**config.mk**
```make
export PLATFORM = sky130hd
export DESIGN_NAME = root_norm_sched
export DESIGN_NICKNAME = d
export VERILOG_FILES = /design/src/rtl/norm_pkg.sv /design/src/rtl/root_iter_step.sv /design/src/rtl/root_norm_sched.sv
export SDC_FILE = /design/constraint.sdc
export NUM_CORES = 1
export LEC_CHECK = 0
export ABC_CLOCK_PERIOD_IN_PS = 4300
export CAP_MARGIN = 15
export CORE_MARGIN = 4
export CORE_UTILIZATION = 38
export DETAILED_ROUTE_END_ITERATION = 12
export DONT_BUFFER_PORTS = 1
export PLACE_DENSITY = 0.59
export RECOVER_POWER = 25
export SLEW_MARGIN = 40
export SYNTH_ARGS = -nofsm -noshare
export SYNTH_HDL_FRONTEND = slang
export SYNTH_SLANG_ARGS = --single-unit
export TNS_END_PERCENT = 1
```
**constraint.sdc**
```tcl
create_clock -name clk -period 4.3 [get_ports clk]
set_input_delay 0.215 -clock clk [delete_from_list [all_inputs] [get_ports clk]]
set_output_delay 0.215 -clock clk [all_outputs]
set_load 0.05 [all_outputs]
```
**src/rtl/norm_pkg.sv**
```systemverilog
// Shared types and helpers for the normalization-path square-root scheduler.
package norm_pkg;

    typedef enum logic [1:0] {
        IDLE,
        CALC,
        DONE
    } state_t;

    localparam int DEF_DATA_W = 32;
    localparam int DEF_RES_W  = DEF_DATA_W / 2;

    function automatic int clog2(input int value);
        int r;
        int v;
        r = 0;
        v = value - 1;
        while (v > 0) begin
            r++;
            v = v >> 1;
        end
        return r;
    endfunction

endpackage

```
**src/rtl/root_iter_step.sv**
```systemverilog
// One digit-pair step of the bitwise integer square root, purely combinational.
module root_iter_step
    import norm_pkg::*;
#(
    parameter int DATA_W = DEF_DATA_W
) (
    input  logic [DATA_W-1:0] m,
    input  logic [DATA_W-1:0] res,
    input  logic [DATA_W-1:0] bitpos,
    output logic [DATA_W-1:0] m_next,
    output logic [DATA_W-1:0] res_next
);

    logic [DATA_W-1:0] trial;

    always_comb begin
        trial = res + bitpos;
        if (m >= trial) begin
            m_next   = m - trial;
            res_next = (res >> 1) + bitpos;
        end else begin
            m_next   = m;
            res_next = res >> 1;
        end
    end

endmodule

```
**src/rtl/root_norm_sched.sv**
```systemverilog
// Round-robin arbiter sharing one iterative square-root engine among NUM_REQ requesters.
// Results are held in DONE until the downstream divider accepts them.
module root_norm_sched
    import norm_pkg::*;
#(
    parameter int  NUM_REQ = 4,
    parameter int  DATA_W  = DEF_DATA_W,
    localparam int RES_W   = DATA_W / 2,
    localparam int ID_W    = clog2(NUM_REQ)
) (
    input  logic                      clk,
    input  logic                      rst_n,
    input  logic [NUM_REQ-1:0]        req,
    input  logic [NUM_REQ*DATA_W-1:0] req_data,
    output logic [NUM_REQ-1:0]        gnt,
    output logic                      res_valid,
    input  logic                      res_ready,
    output logic [RES_W-1:0]          res_data,
    output logic [ID_W-1:0]           res_id,
    output logic                      busy
);

    localparam int CNT_W = clog2(RES_W + 1);

    state_t            state, state_next;
    logic [ID_W-1:0]   rr_ptr;
    logic [ID_W-1:0]   pick_idx;
    logic              pick_valid;
    logic [DATA_W-1:0] pick_data;
    logic [ID_W-1:0]   id_q;
    logic [DATA_W-1:0] m_q, res_q, bit_q;
    logic [DATA_W-1:0] m_next, res_next;
    logic [CNT_W-1:0]  cnt_q;
    logic              last_iter;

    root_iter_step #(
        .DATA_W (DATA_W)
    ) u_step (
        .m        (m_q),
        .res      (res_q),
        .bitpos   (bit_q),
        .m_next   (m_next),
        .res_next (res_next)
    );

    // First asserted request at or after rr_ptr, wrapping around.
    always_comb begin
        int              idx;
        logic [ID_W-1:0] cand;
        pick_valid = 1'b0;
        pick_idx   = '0;
        idx        = 0;
        cand       = '0;
        for (int k = 0; k < NUM_REQ; k++) begin
            idx = int'(rr_ptr) + k;
            if (idx >= NUM_REQ) begin
                idx = idx - NUM_REQ;
            end
            cand = ID_W'(idx);
            if (!pick_valid && req[cand]) begin
                pick_valid = 1'b1;
                pick_idx   = cand;
            end
        end
    end

    always_comb begin
        pick_data = '0;
        for (int k = 0; k < NUM_REQ; k++) begin
            if (pick_idx == ID_W'(k)) begin
                pick_data = req_data[k*DATA_W +: DATA_W];
            end
        end
    end

    assign last_iter = (cnt_q == CNT_W'(1));
    assign busy      = (state != IDLE);

    always_ff @(posedge clk) begin
        if (!rst_n) begin
            state <= IDLE;
        end else begin
            state <= state_next;
        end
    end

    // Grant is a Mealy pulse in IDLE, suppressed while reset is asserted.
    always_comb begin
        state_next = state;
        gnt        = '0;
        case (state)
            IDLE: begin
                if (pick_valid) begin
                    state_next = CALC;
                    if (rst_n) begin
                        gnt = NUM_REQ'(1) << pick_idx;
                    end
                end
            end
            CALC: begin
                if (last_iter) begin
                    state_next = DONE;
                end
            end
            DONE: begin
                if (res_ready) begin
                    state_next = IDLE;
                end
            end
            default: state_next = IDLE;
        endcase
    end

    always_ff @(posedge clk) begin
        if (!rst_n) begin
            rr_ptr    <= '0;
            id_q      <= '0;
            m_q       <= '0;
            res_q     <= '0;
            bit_q     <= '0;
            cnt_q     <= '0;
            res_valid <= 1'b0;
            res_data  <= '0;
            res_id    <= '0;
        end else begin
            case (state)
                IDLE: begin
                    if (pick_valid) begin
                        m_q    <= pick_data;
                        res_q  <= '0;
                        bit_q  <= DATA_W'(1) << (DATA_W - 2);
                        id_q   <= pick_idx;
                        cnt_q  <= CNT_W'(RES_W);
                        rr_ptr <= (pick_idx == ID_W'(NUM_REQ - 1)) ? '0 : pick_idx + 1'b1;
                    end
                end
                CALC: begin
                    m_q   <= m_next;
                    res_q <= res_next;
                    bit_q <= bit_q >> 2;
                    cnt_q <= cnt_q - 1'b1;
                    if (last_iter) begin
                        res_valid <= 1'b1;
                        res_data  <= res_next[RES_W-1:0];
                        res_id    <= id_q;
                    end
                end
                DONE: begin
                    if (res_ready) begin
                        res_valid <= 1'b0;
                    end
                end
                default: ;
            endcase
        end
    end

endmodule

```
Yosys cells after proc, flatten, opt, wreduce, memory -nomap -nowiden
Cells that the tools add are included.
Widths: inputs -> output; s select.
Cells by class
  $add $sub $neg: 12
  eq/ne operators: 10
  shift-type cells: 1
  mux-type cells: 45
  reduce and logical (&&, ||, !) cells: 17
  order comparisons: 9
Operators with widths (count)
  $mux 32: 9
  $pmux 32 s2: 3
  $add 31x32->32: 1
  $add 32x32->32: 1
  $ge 32x32->1: 1
  $sub 32x32->32: 1
  $mux 2: 12
  $lt 2x3->1 const B: 4
  $mux 4: 3
  $mux 1: 10
  $pmux 5 s2: 1
  $ge 3x3->1 const B: 3
  $reduce_and 3->1: 3
  $bmux 1 s2: 4
  $sub 2x1->2 const B: 4
  $add 2x2->3 const B: 2
  $eq 2x2->1 const B: 3
  $ne 2x2->1 const B: 3
  $pmux 2 s3: 1
  $reduce_and 2->1: 3
  $reduce_bool 2->1: 3
  $eq 5x1->1 const B: 1
  $mux 5: 1
  $sub 5x1->5 const B: 1
  other kinds (10): 16
Storage, ports and cells
  logic and storage cells: 104
  bits of input ports: 135
  register bits after elaboration: 126
  output and inout bits: 24

Logic depth before layout (Yosys ltp)
Gate-level depths: netlist of run 1.
  word-level depth: 21
  depth in mapped cells: 22
  depth with buffers taken out: 21

Modules after synthesis
Synthesis of run 1 repeated with hierarchy kept, for this count alone.
Unflattened totals
  cells, all modules: 1594
  area, all modules: 11177.0 um2
Modules (own cells, without submodules)
  root_iter_step: instances 1, seq. area each 0.0 um2, cells an instance 850, area an instance 5685.5 um2
  root_norm_sched: instances 1, seq. area each 2202.1 um2, cells an instance 744, area an instance 5491.5 um2

Worst setup path before layout of run 1
Ideal clock, no wire load.
  path type: flip-flop to flip-flop
  from: register res_q[0]
  to: register res_data[10]
  setup time: 0.115 ns
  data arrival time: 4.018 ns
  buffers on the path: 2
  required time: 4.185 ns
  setup slack: 0.167 ns
  stages on the path, launching flop included: 22
  period minus slack after synthesis: 4.133 ns
  cell sequence: dfxtp_1 -> ha_1 -> ha_1 -> a21o_1 -> a31o_2 -> a31o_2 -> a41oi_1 -> a21boi_1 -> a21oi_1 -> nor2b_1 -> xnor2_1 -> ha_1 -> buf_2 -> and4_1 -> and3_1 -> o211ai_1 -> a21oi_2 -> o31a_4 -> buf_6 -> mux2i_1 -> o21ai_1 -> and2_1
On the way
  longest elaborated chain between the ends: 3
RTL lines
  start: declaration: RTL line root_norm_sched.sv:31  | logic [DATA_W-1:0] m_q, res_q, bit_q;
  start signal: assignment: RTL line root_norm_sched.sv:139  | res_q <= res_next;
  $add 32x32->32: RTL line root_iter_step.sv:17  | trial = res + bitpos;
  $ge 32x32->1: RTL line root_iter_step.sv:18  | if (m >= trial) begin
  $mux 32: RTL line root_iter_step.sv:18
  end signal: assignment: RTL line root_norm_sched.sv:144  | res_data <= res_next[RES_W-1:0];
  end: declaration: RTL line root_norm_sched.sv:18  | output logic [RES_W-1:0] res_data,
Every way passes these cells.
A chain may end at the register's enable or synchronous reset.

Worst setup path in the final report of run 1
  from: register bit_q[0]
  to: register m_q[15]
On the way
  longest elaborated chain between the ends: 4
  elaborated cells between the ends (all ways): 7
  those cells by class: add/sub: 2; order compare: 1; eq/ne: 1; mux: 2; reduce/logical: 1
RTL lines
  start: declaration: RTL line root_norm_sched.sv:31
  start signal: assignment: RTL line root_norm_sched.sv:131  | bit_q <= DATA_W'(1) << (DATA_W - 2);
  start signal: assignment: RTL line root_norm_sched.sv:140  | bit_q <= bit_q >> 2;
  $add 32x32->32 *: RTL line root_iter_step.sv:17
  $sub 32x32->32 or $ge 32x32->1 (tied branches): RTL line root_iter_step.sv:19, root_iter_step.sv:18
  $mux 32 or $ne 2x1->1 (tied branches)
  $pmux 32 s2 or $reduce_and 3->1 (tied branches)
  end signal: assignment: RTL line root_norm_sched.sv:129  | m_q <= pick_data;
  end signal: assignment: RTL line root_norm_sched.sv:138  | m_q <= m_next;
  end: declaration: RTL line root_norm_sched.sv:31
Mark *: on every way between the ends. The rest lies on a longest branch, timed or not. The select of a mux whose other input is x is not followed.

==> run_results.csv, run 1 <==
group,metric,value,unit
critical_path,worst-setup-path-type,"flop to flop",
cts,clock_sinks,110,
finish,final_layout_size_suffix_gt1_share,17.0,%
synthesis,netlist_area,9200,µm²
detailed_routing,drcViolationCount,0,
sta,slew_headroom,42.8,%
finish,fin_area,10900,µm²
floorplan,die_y,164,µm
floorplan,dieArea,26800,µm²
detailed_routing,drt_iter0_markers,442,
floorplan,rows,56,
synthesis,synth_cells,1232,
sta,hold_slack,13.3,ps
detailed_routing,vias,9019,
synthesis,synth_edf_count,0,
synthesis,yosysWarnings,0,
global_route,grt_use_total,20.5,%
critical_path,worstPathCellList,"ha_4 > ha_4 > a21o_1 > a31o_4 > a31o_4 > a41oi_4 > nand2b_1 > a31oi_2 > nor2_1 > o21ai_1 > xor2_1 > ha_2 > a21o_1 > a311o_1 > o211ai_2 > a21oi_4 > o31a_4 > a21oi_4 > buf_12 > clkbuf_16 > nand2_1 > a21boi_1",
global_route,first_global_vias,8524,
sta,finalCritPeriodShare,98.7,%
synthesis,synth-simple-area-share,20.2,%
outcome,status,"complete, no violations",
cts,insertion_delay,370,ps
critical_path,cpPeakStageDelay,430,ps
sta,period_needed,4250,ps
finish,final_cell_mix,"170 x nand2_1, 117 x a21oi_1, 106 x nor2_1",
power,power_leakage,4.12,nW
sta,slew_violations,0,
detailed_routing,wl_per_cell,18.1,µm
place,dpl-instance-area,10000,µm²
critical_path,crit_path_top_delay_cell,"o31a_4",
sta,report.final.setup_viol,0,
floorplan,initial_core_util,38.9,%
floorplan,coreArea,23600,µm²
hold_path,hold_class,"input pin to flop",
cts,cts_tree,"done",
synthesis,synth_mux_area_share,1.32,%
cts,path_clk_slew,80,ps
detailed_routing,dr.pass1.iters,5,
critical_path,required,4600,ps
critical_path,path_buf_inv,2,
place,io_buffers,0,
finish,postLayoutCoreUtil,46.2,%
global_route,antenna_found_initial,0,
detailed_routing,drt_wl_total,28800,µm
global_route,grt_pass1_wl,44300,µm
synthesis,synth_top_family_by_area,"compound AO/OA/AOI/OAI gates",
critical_path,worst_setup_path_start_kind,"flop",
cts,cts_buffer_depth,2,
cts,clockRootBuffer,"clkbuf_16",
power,finalPower,7.54,mW
critical_path,cp-end-kind,"flop",
place,gp_congestion,0.918,
floorplan,die_w,164,µm
synthesis,synth_compound_area_share,31.9,%
critical_path,critPathMaxFanout,7,
synthesis,synth.distinct_cells,79,
detailed_routing,viasPerCell,5.66,
cts,numCtsBuffers,9,
critical_path,arrival,4540,ps
synthesis,synth-seq-area-share,23.9,%
cts,h-tree-depth,3,
sta,worst_pin_slew,858,ps
synthesis,synth_xor_xnor_area_share,7.91,%
critical_path,worst_path_dominant_cell_family,"compound AO/OA/AOI/OAI gates",
synthesis,syn_area_per_cell,7.46,µm²
power,ir_drop,347,µV
synthesis,syn_nets,1440,
synthesis,async_reset_ff_share,0,%
sta,rsz0062_at_grt,"true",
sta,worst_clock_skew,12.0,ps
power,powerDensity,692,nW/µm²
place,placed_cells,1566,
flow_run,drv_cap,0,
floorplan,pin_count,159,
finish,final_cell_count_no_fill,1594,
synthesis,synth_seq_cells,110,
finish,layout_commonest_cell,"nand2_1",
place,dp_hpwl,21000,µm
global_route,grt_remaining_overflow,0,
detailed_routing,ant_nets,0,
finish,nets,1478,
finish,n_antenna_cell,0,
synthesis,synth_fa_ha_area_share,10.0,%
sta,hold_viol_final,0,
global_route,grt_max_degree,60,
synthesis,synthFlopType,"dfxtp_1",
finish,area_growth,18.6,%
sta,fmax,236,MHz
registers in the layout, summed over array words and instances, names as in the netlist:
register,cells
res_id,2
res_valid,1
id_q,2
res_data,16
state,2
bit_q,16
cnt_q,5
res_q,32
m_q,32
rr_ptr,2
per-stage QoR:
stage	worst slack (ps)	TNS, ps
final	54.3	0
after global routing	-151	-6120
after global placement	-65.1	-304
after detailed placement	-137	-3780
after floorplan	167	0
after CTS	1.98	0
layer usage:
layer	track usage, %	vias up	routed length (µm)
li1	-	4558	-
met1	26.0	4283	13100
met2	36.0	144	14400
met3	2.95	34	751
met4	6.37	0	561
met5	0	-	0
worst reg2reg max path, stage by stage (launching register included):
cell and delay [ps]:
dfxtp_2 340, ha_4 170, ha_4 150, a21o_1 170, a31o_4 220, a31o_4 240, a41oi_4 250, nand2b_1 110
a31oi_2 210, nor2_1 80, o21ai_1 160, xor2_1 100, ha_2 200, a21o_1 200, a311o_1 280, o211ai_2 110
a21oi_4 120, o31a_4 430, a21oi_4 190, buf_12 150, clkbuf_16 150, nand2_1 50, a21boi_1 120
cells in the mapped netlist (all sizes together), types with 4 or more instances:
master,number,share of area (%)
a31o,8,0.76
ha,72,9.8
or2,4,0.27
buf,20,1.5
o211a,4,0.44
nand3,42,2.3
nand2b,15,1.0
xor2,36,3.4
and3,9,0.61
a21o,19,1.6
a31oi,27,2.1
o21bai,5,0.41
a211oi,14,1.3
o211ai,50,4.2
inv,18,0.73
nand4,11,0.75
a21oi,129,7.3
and2,17,1.2
a21boi,19,1.6
nor2,108,4.4
clkbuf,58,2.4
o31ai,6,0.64
dfxtp,110,24
o311ai,4,0.38
nor3,20,1.1
a22oi,33,2.7
nor2b,6,0.41
xnor2,47,4.5
mux2i,11,1.2
o21a,8,0.65
nand2,172,7.0
o21ai,87,4.9
where the power goes:
part / switching, mW / internal [mW]
combinational: 2.79 / 2.49
sequential: 0.180 / 1.18
clock: 0.433 / 0.465
cell type report:
class | count | area, µm²
clock buffers | 10 | 229
clock inverters | 6 | 80.1
fillers | 2384 | 12700
inverters | 18 | 70.1
multi-input cells | 1026 | 6950
flip-flops and latches | 110 | 2210
well taps | 319 | 399
repair buffers | 105 | 962
repair_timing:
item	CTS	global route
hold buffers	2	1
gates resized for setup	6	80
gates cloned	0	4
buffers inserted	0	5
endpoints found under the hold margin	25	1
pin swaps	6	44
endpoints found under the setup margin	72	80
final timing paths:
kind | from | to | slack, ps | cells after the start
max | bit_q[0]$_SDFFE_PN0P_ | m_q[15]$_SDFFE_PN0P_ | 50 | 22
min | rst_n | m_q[8]$_SDFFE_PN0P_ | 10 | 1
max reg2reg | bit_q[0]$_SDFFE_PN0P_ | m_q[15]$_SDFFE_PN0P_ | 50 | 22
min reg2reg | m_q[0]$_SDFFE_PN0P_ | m_q[0]$_SDFFE_PN0P_ | 460 | 2
cells by family after synthesis:
logic type / after synthesis
buffers and inverters: 96
AO/OA/AOI/OAI: 441
XOR/XNOR: 83
flip-flops: 110
adder cells (fa/ha/maj): 73
multiplexers: 12
AND/OR/NAND/NOR: 417
No activity file was read; power rests on OpenSTA's default activity.
==> run 2: changes to the inputs <==
CORE_UTILIZATION = 50   (was 38)
PLACE_DENSITY = 0.73   (was 0.59)
==> run_results.csv, run 2 (synthesis gave the netlist of run 1 again) <==
group,metric,value,unit
critical_path,cpPeakStageDelay,410,ps
detailed_routing,dr.pass1.iters,5,
critical_path,worst_setup_path_start_kind,"flop",
finish,reg_top3,"m_q x32, res_q x32",
floorplan,coreArea,18000,µm²
finish,n_antenna_cell,0,
sta,rsz0062_at_grt,"true",
critical_path,cp-end-kind,"flop",
sta,setup_slack,-28.3,ps
power,power_leakage,4.17,nW
cts,path_clk_slew,80,ps
critical_path,required,4510,ps
floorplan,initial_core_util,51.0,%
finish,area_growth,17.9,%
global_route,grt_use_total,26.1,%
finish,final_cell_mix,"170 x nand2_1, 117 x a21oi_1, 107 x dfxtp_1",
detailed_routing,vias,9383,
floorplan,rows,49,
global_route,grt_pass1_wl,43900,µm
critical_path,crit_path_top_delay_cell,"o31ai_4",
power,ir_drop,597,µV
sta,report.final.setup_viol,6,
place,dp_hpwl,20300,µm
critical_path,worst-setup-path-type,"flop to flop",
sta,hold_slack,5.21,ps
sta,slew_headroom,43.6,%
global_route,antenna_found_initial,0,
cts,clockRootBuffer,"clkbuf_16",
place,placed_cells,1473,
outcome,status,"finished with violations",
cts,cts_buffer_depth,2,
critical_path,critPathMaxFanout,5,
power,powerDensity,721,nW/µm²
sta,period_needed,4330,ps
cts,insertion_delay,360,ps
place,gp_congestion,0.977,
sta,worst_clock_skew,10.2,ps
finish,final_cell_count_no_fill,1516,
finish,layout_commonest_cell,"nand2_1",
sta,hold_viol_final,0,
detailed_routing,drt_wl_total,28300,µm
cts,clock_sinks,110,
place,dpl-instance-area,9860,µm²
detailed_routing,ant_nets,0,
floorplan,dieArea,20600,µm²
cts,numCtsBuffers,9,
power,finalPower,7.81,mW
flow_run,drv_cap,0,
detailed_routing,drt_iter0_markers,684,
outcome,violations,"negative setup slack",
sta,slew_violations,0,
sta,finalCritPeriodShare,101,%
finish,nets,1491,
floorplan,die_y,144,µm
finish,fin_area,10800,µm²
global_route,first_global_vias,8781,
sta,fmax,231,MHz
finish,final_layout_size_suffix_gt1_share,17.6,%
detailed_routing,wl_per_cell,18.7,µm
critical_path,ff2ff_setup_slack,-30,ps
place,io_buffers,0,
sta,worst_pin_slew,846,ps
cts,h-tree-depth,3,
global_route,grt_remaining_overflow,0,
detailed_routing,viasPerCell,6.19,
cts,cts_tree,"done",
critical_path,arrival,4540,ps
global_route,grt_max_degree,66,
critical_path,worstPathCellList,"ha_1 > a31o_2 > a31oi_4 > a21boi_4 > o21ai_2 > a31o_2 > buf_4 > xnor2_1 > ha_1 > a21o_1 > a311o_1 > o211ai_2 > a21oi_4 > o31ai_4 > o21ai_4 > buf_12 > buf_8 > o221ai_2 > a31oi_1",
floorplan,die_w,144,µm
floorplan,pin_count,159,
hold_path,hold_class,"input pin to flop",
detailed_routing,drcViolationCount,0,
## run 2: changes by cell type in the layout (fill, tap and decap cells not counted), sizes merged
cell         before  now
clkinvlp          0    1
buf              99  112
clkinv            3    1
clkbuf           14   12
dlygate4sd3       2    3
o31a              1    2
## run 2: cell type report
type	count	area [µm²]
inverter	18	67.6
tap	229	287
multi-input combinational	1027	6970
clock buffer	10	229
sequential	110	2210
fill	1639	7190
clock inverter	5	66.3
timing repair buffer	117	1010
## run 2: worst max-delay path: cells and delay by family, from the launching register on
| family | cells | cell delay (ps) |
|---|---|---|
| adder cells (fa/ha/maj) | 2 | 620 |
| buffers and inverters | 3 | 440 |
| AO/OA/AOI/OAI | 13 | 2570 |
| flip-flops | 1 | 330 |
| XOR/XNOR | 1 | 200 |
## run 2: routing by layer
metal	up-vias	GRT usage, %	share of wire, %
met4	0	10.8	3.4
met1	4467	33.9	44
met5	-	0	0
met3	62	4.06	4.6
met2	258	43.3	48
li1	4596	-	-
## run 2: path summary, 6_finish.rpt
path | startpoint | to | depth (start not counted)
setup / recovery | bit_q[10]$_SDFFE_PN0P_ | m_q[21]$_SDFFE_PN0P_ | 19
hold / removal | rst_n | res_data[9]$_SDFFE_PN0P_ | 2
setup reg to reg | bit_q[10]$_SDFFE_PN0P_ | m_q[21]$_SDFFE_PN0P_ | 19
hold reg to reg | m_q[0]$_SDFFE_PN0P_ | m_q[0]$_SDFFE_PN0P_ | 2
## run 2: where the power goes
part	switching [mW]	leakage [nW]	internal [mW]
registers	0.181	0.897	1.18
logic	2.92	3.13	2.66
clock network	0.413	0.141	0.457
## run 2: what timing repair did
action / 4_1_cts / 5_1_grt
setup buffers: 6 / 15
hold buffers: 2 / 2
resized for setup: 12 / 88
pin swaps: 13 / 49
endpoints found under the setup margin: 74 / 80
cloned: 1 / 2
hold endpoints to repair: 15 / 5
## run 2: through the flow
step	setup TNS [ps]	utilization [%]	worst slack, ps
finish	-93.8	60.1	-28.3
global route	-7150	60.1	-181
CTS	-125	57.1	-35.3
detailed placement	-6030	54.7	-207
global placement	-191	54.6	-37.2
floorplan	0	-	167
==> run 3: changes to the inputs <==
CORE_MARGIN = 2   (was 4)
TNS_END_PERCENT = not set   (was 1)
==> run_results.csv, run 3 (synthesis gave the netlist of run 1 again) <==
group,metric,value,unit
outcome,status,"finished with violations",
outcome,violations,"negative setup slack",
global_route,grt_pass1_wl,43800,µm
sta,rsz0062_at_grt,"true",
cts,numCtsBuffers,9,
hold_path,hold_class,"input pin to flop",
sta,slew_violations,0,
floorplan,coreArea,18000,µm²
critical_path,arrival,4660,ps
place,gp_congestion,1.00,
critical_path,required,4530,ps
sta,setup_slack,-126,ps
detailed_routing,dr.pass1.iters,5,
floorplan,initial_core_util,51.0,%
sta,slew_headroom,44.5,%
hold_path,whs_path_depth,2,
finish,multiInputGateArea,7030,µm²
detailed_routing,wl_met1,12200,µm
floorplan,die_y,140,µm
sta,hold_viol_final,0,
detailed_routing,drt_wl_total,28000,µm
global_route,grt_max_degree,64,
critical_path,r2r_cells,24,
floorplan,die_w,140,µm
global_route,grt_use_total,27.4,%
flow_run,drv_cap,0,
detailed_routing,viasPerCell,6.20,
floorplan,pin_count,159,
finish,final_layout_size_suffix_gt1_share,17.7,%
detailed_routing,wl_per_cell,18.6,µm
power,powerDensity,725,nW/µm²
finish,fin_area,10900,µm²
sta,period_needed,4430,ps
detailed_routing,ant_nets,0,
detailed_routing,wl_met2,13600,µm
finish,layout_commonest_cell,"nand2_1",
detailed_routing,highest_layer,"met4",
detailed_routing,vias,9330,
global_route,antenna_found_initial,0,
finish,final_cell_count_no_fill,1504,
global_route,first_global_vias,8850,
power,ir_drop,452,µV
finish,seqCellArea,2210,µm²
finish,reg_top3,"m_q x32, res_q x32",
critical_path,cp-end-kind,"flop",
place,placed_cells,1463,
sta,worst_pin_slew,833,ps
finish,final_cell_mix,"164 x nand2_1, 120 x a21oi_1, 107 x dfxtp_1",
finish,fill_cells,1641,
sta,fmax,226,MHz
cts,clockRootBuffer,"clkbuf_16",
critical_path,critPathMaxFanout,11,
detailed_routing,drt_iter0_markers,632,
critical_path,worst_setup_path_start_kind,"flop",
cts,path_clk_slew,80,ps
place,dpl-instance-area,9790,µm²
finish,n_antenna_cell,0,
detailed_routing,wl_met3,1390,µm
floorplan,rows,49,
cts,cts_buffer_depth,2,
global_route,grt_remaining_overflow,0,
cts,insertion_delay,370,ps
place,place_ws,-103,ps
critical_path,worst-setup-path-type,"flop to flop",
floorplan,dieArea,19500,µm²
cts,cts_tree,"done",
place,dp_hpwl,19700,µm
finish,area_growth,18.0,%
finish,nets,1478,
cts,h-tree-depth,3,
sta,report.final.setup_viol,72,
cts,clock_sinks,110,
sta,finalCritPeriodShare,103,%
detailed_routing,drcViolationCount,0,
power,power_leakage,4.16,nW
sta,worst_clock_skew,15.5,ps
place,io_buffers,0,
## run 3: report_power, final
group | switching (mW) | internal [mW]
Clock | 0.435 | 0.405
Combinational | 2.94 | 2.72
Sequential | 0.186 | 1.18
## run 3: path summary, 6_finish.rpt
check / startpoint / to / slack [ps]
worst min register to register: m_q[0]$_SDFFE_PN0P_ / m_q[0]$_SDFFE_PN0P_ / 450
worst min-delay path: rst_n / m_q[31]$_SDFFE_PN0P_ / 10
worst max register to register: bit_q[0]$_SDFFE_PN0P_ / res_data[11]$_SDFFE_PN0P_ / -130
worst max-delay path: bit_q[0]$_SDFFE_PN0P_ / res_data[11]$_SDFFE_PN0P_ / -130
## run 3: cell type report
cell class | count | share of cell area (%)
multi-input combinational | 1026 | 64.8
inverter | 18 | 0.634
clock inverter | 6 | 0.484
timing repair buffer | 105 | 8.98
sequential | 110 | 20.3
clock buffer | 10 | 2.11
tap | 229 | 2.64
## run 3: routing by layer
metal  vias up  global-route usage, %
li1       4567                      -
met2       279                   46.7
met3        55                   4.40
met4         0                   10.6
met1      4429                   34.8
met5         -                      0
## run 3: repair_timing
item,4_1_cts,5_1_grt
setup buffers,6,11
endpoints found under the setup margin,52,80
pin swaps,18,50
hold buffers,3,0
hold endpoints to repair,28,0
resized for setup,19,94
cloned,1,4
## run 3: worst max-delay path: stages (launching register included)
cell	delay (ps)
dfxtp_2	350
ha_4	170
ha_4	150
a21o_1	180
a31o_4	230
a31o_4	230
a41oi_4	230
nand2b_1	100
a31oi_1	250
buf_4	160
nor2_2	30
o21ai_2	130
xor2_1	90
ha_2	190
a21o_1	190
a311o_1	370
o211ai_2	110
a21oi_4	100
buf_6	140
o31ai_4	230
buf_6	150
buf_12	130
nor2_1	60
xnor2_1	220
a21oi_1	90
## run 3: per-stage QoR
stage                     utilization [%]  hold slack, ps  total power [mW]  TNS (ps)
after floorplan                         -             387              4.63         0
after global placement               54.3             345              5.76     -22.8
after detailed placement             54.3             352              5.82     -1100
after CTS                            56.9           0.987              6.99         0
after global routing                 60.2            8.62              8.35    -20980
final                                60.2            10.8              7.86     -5400
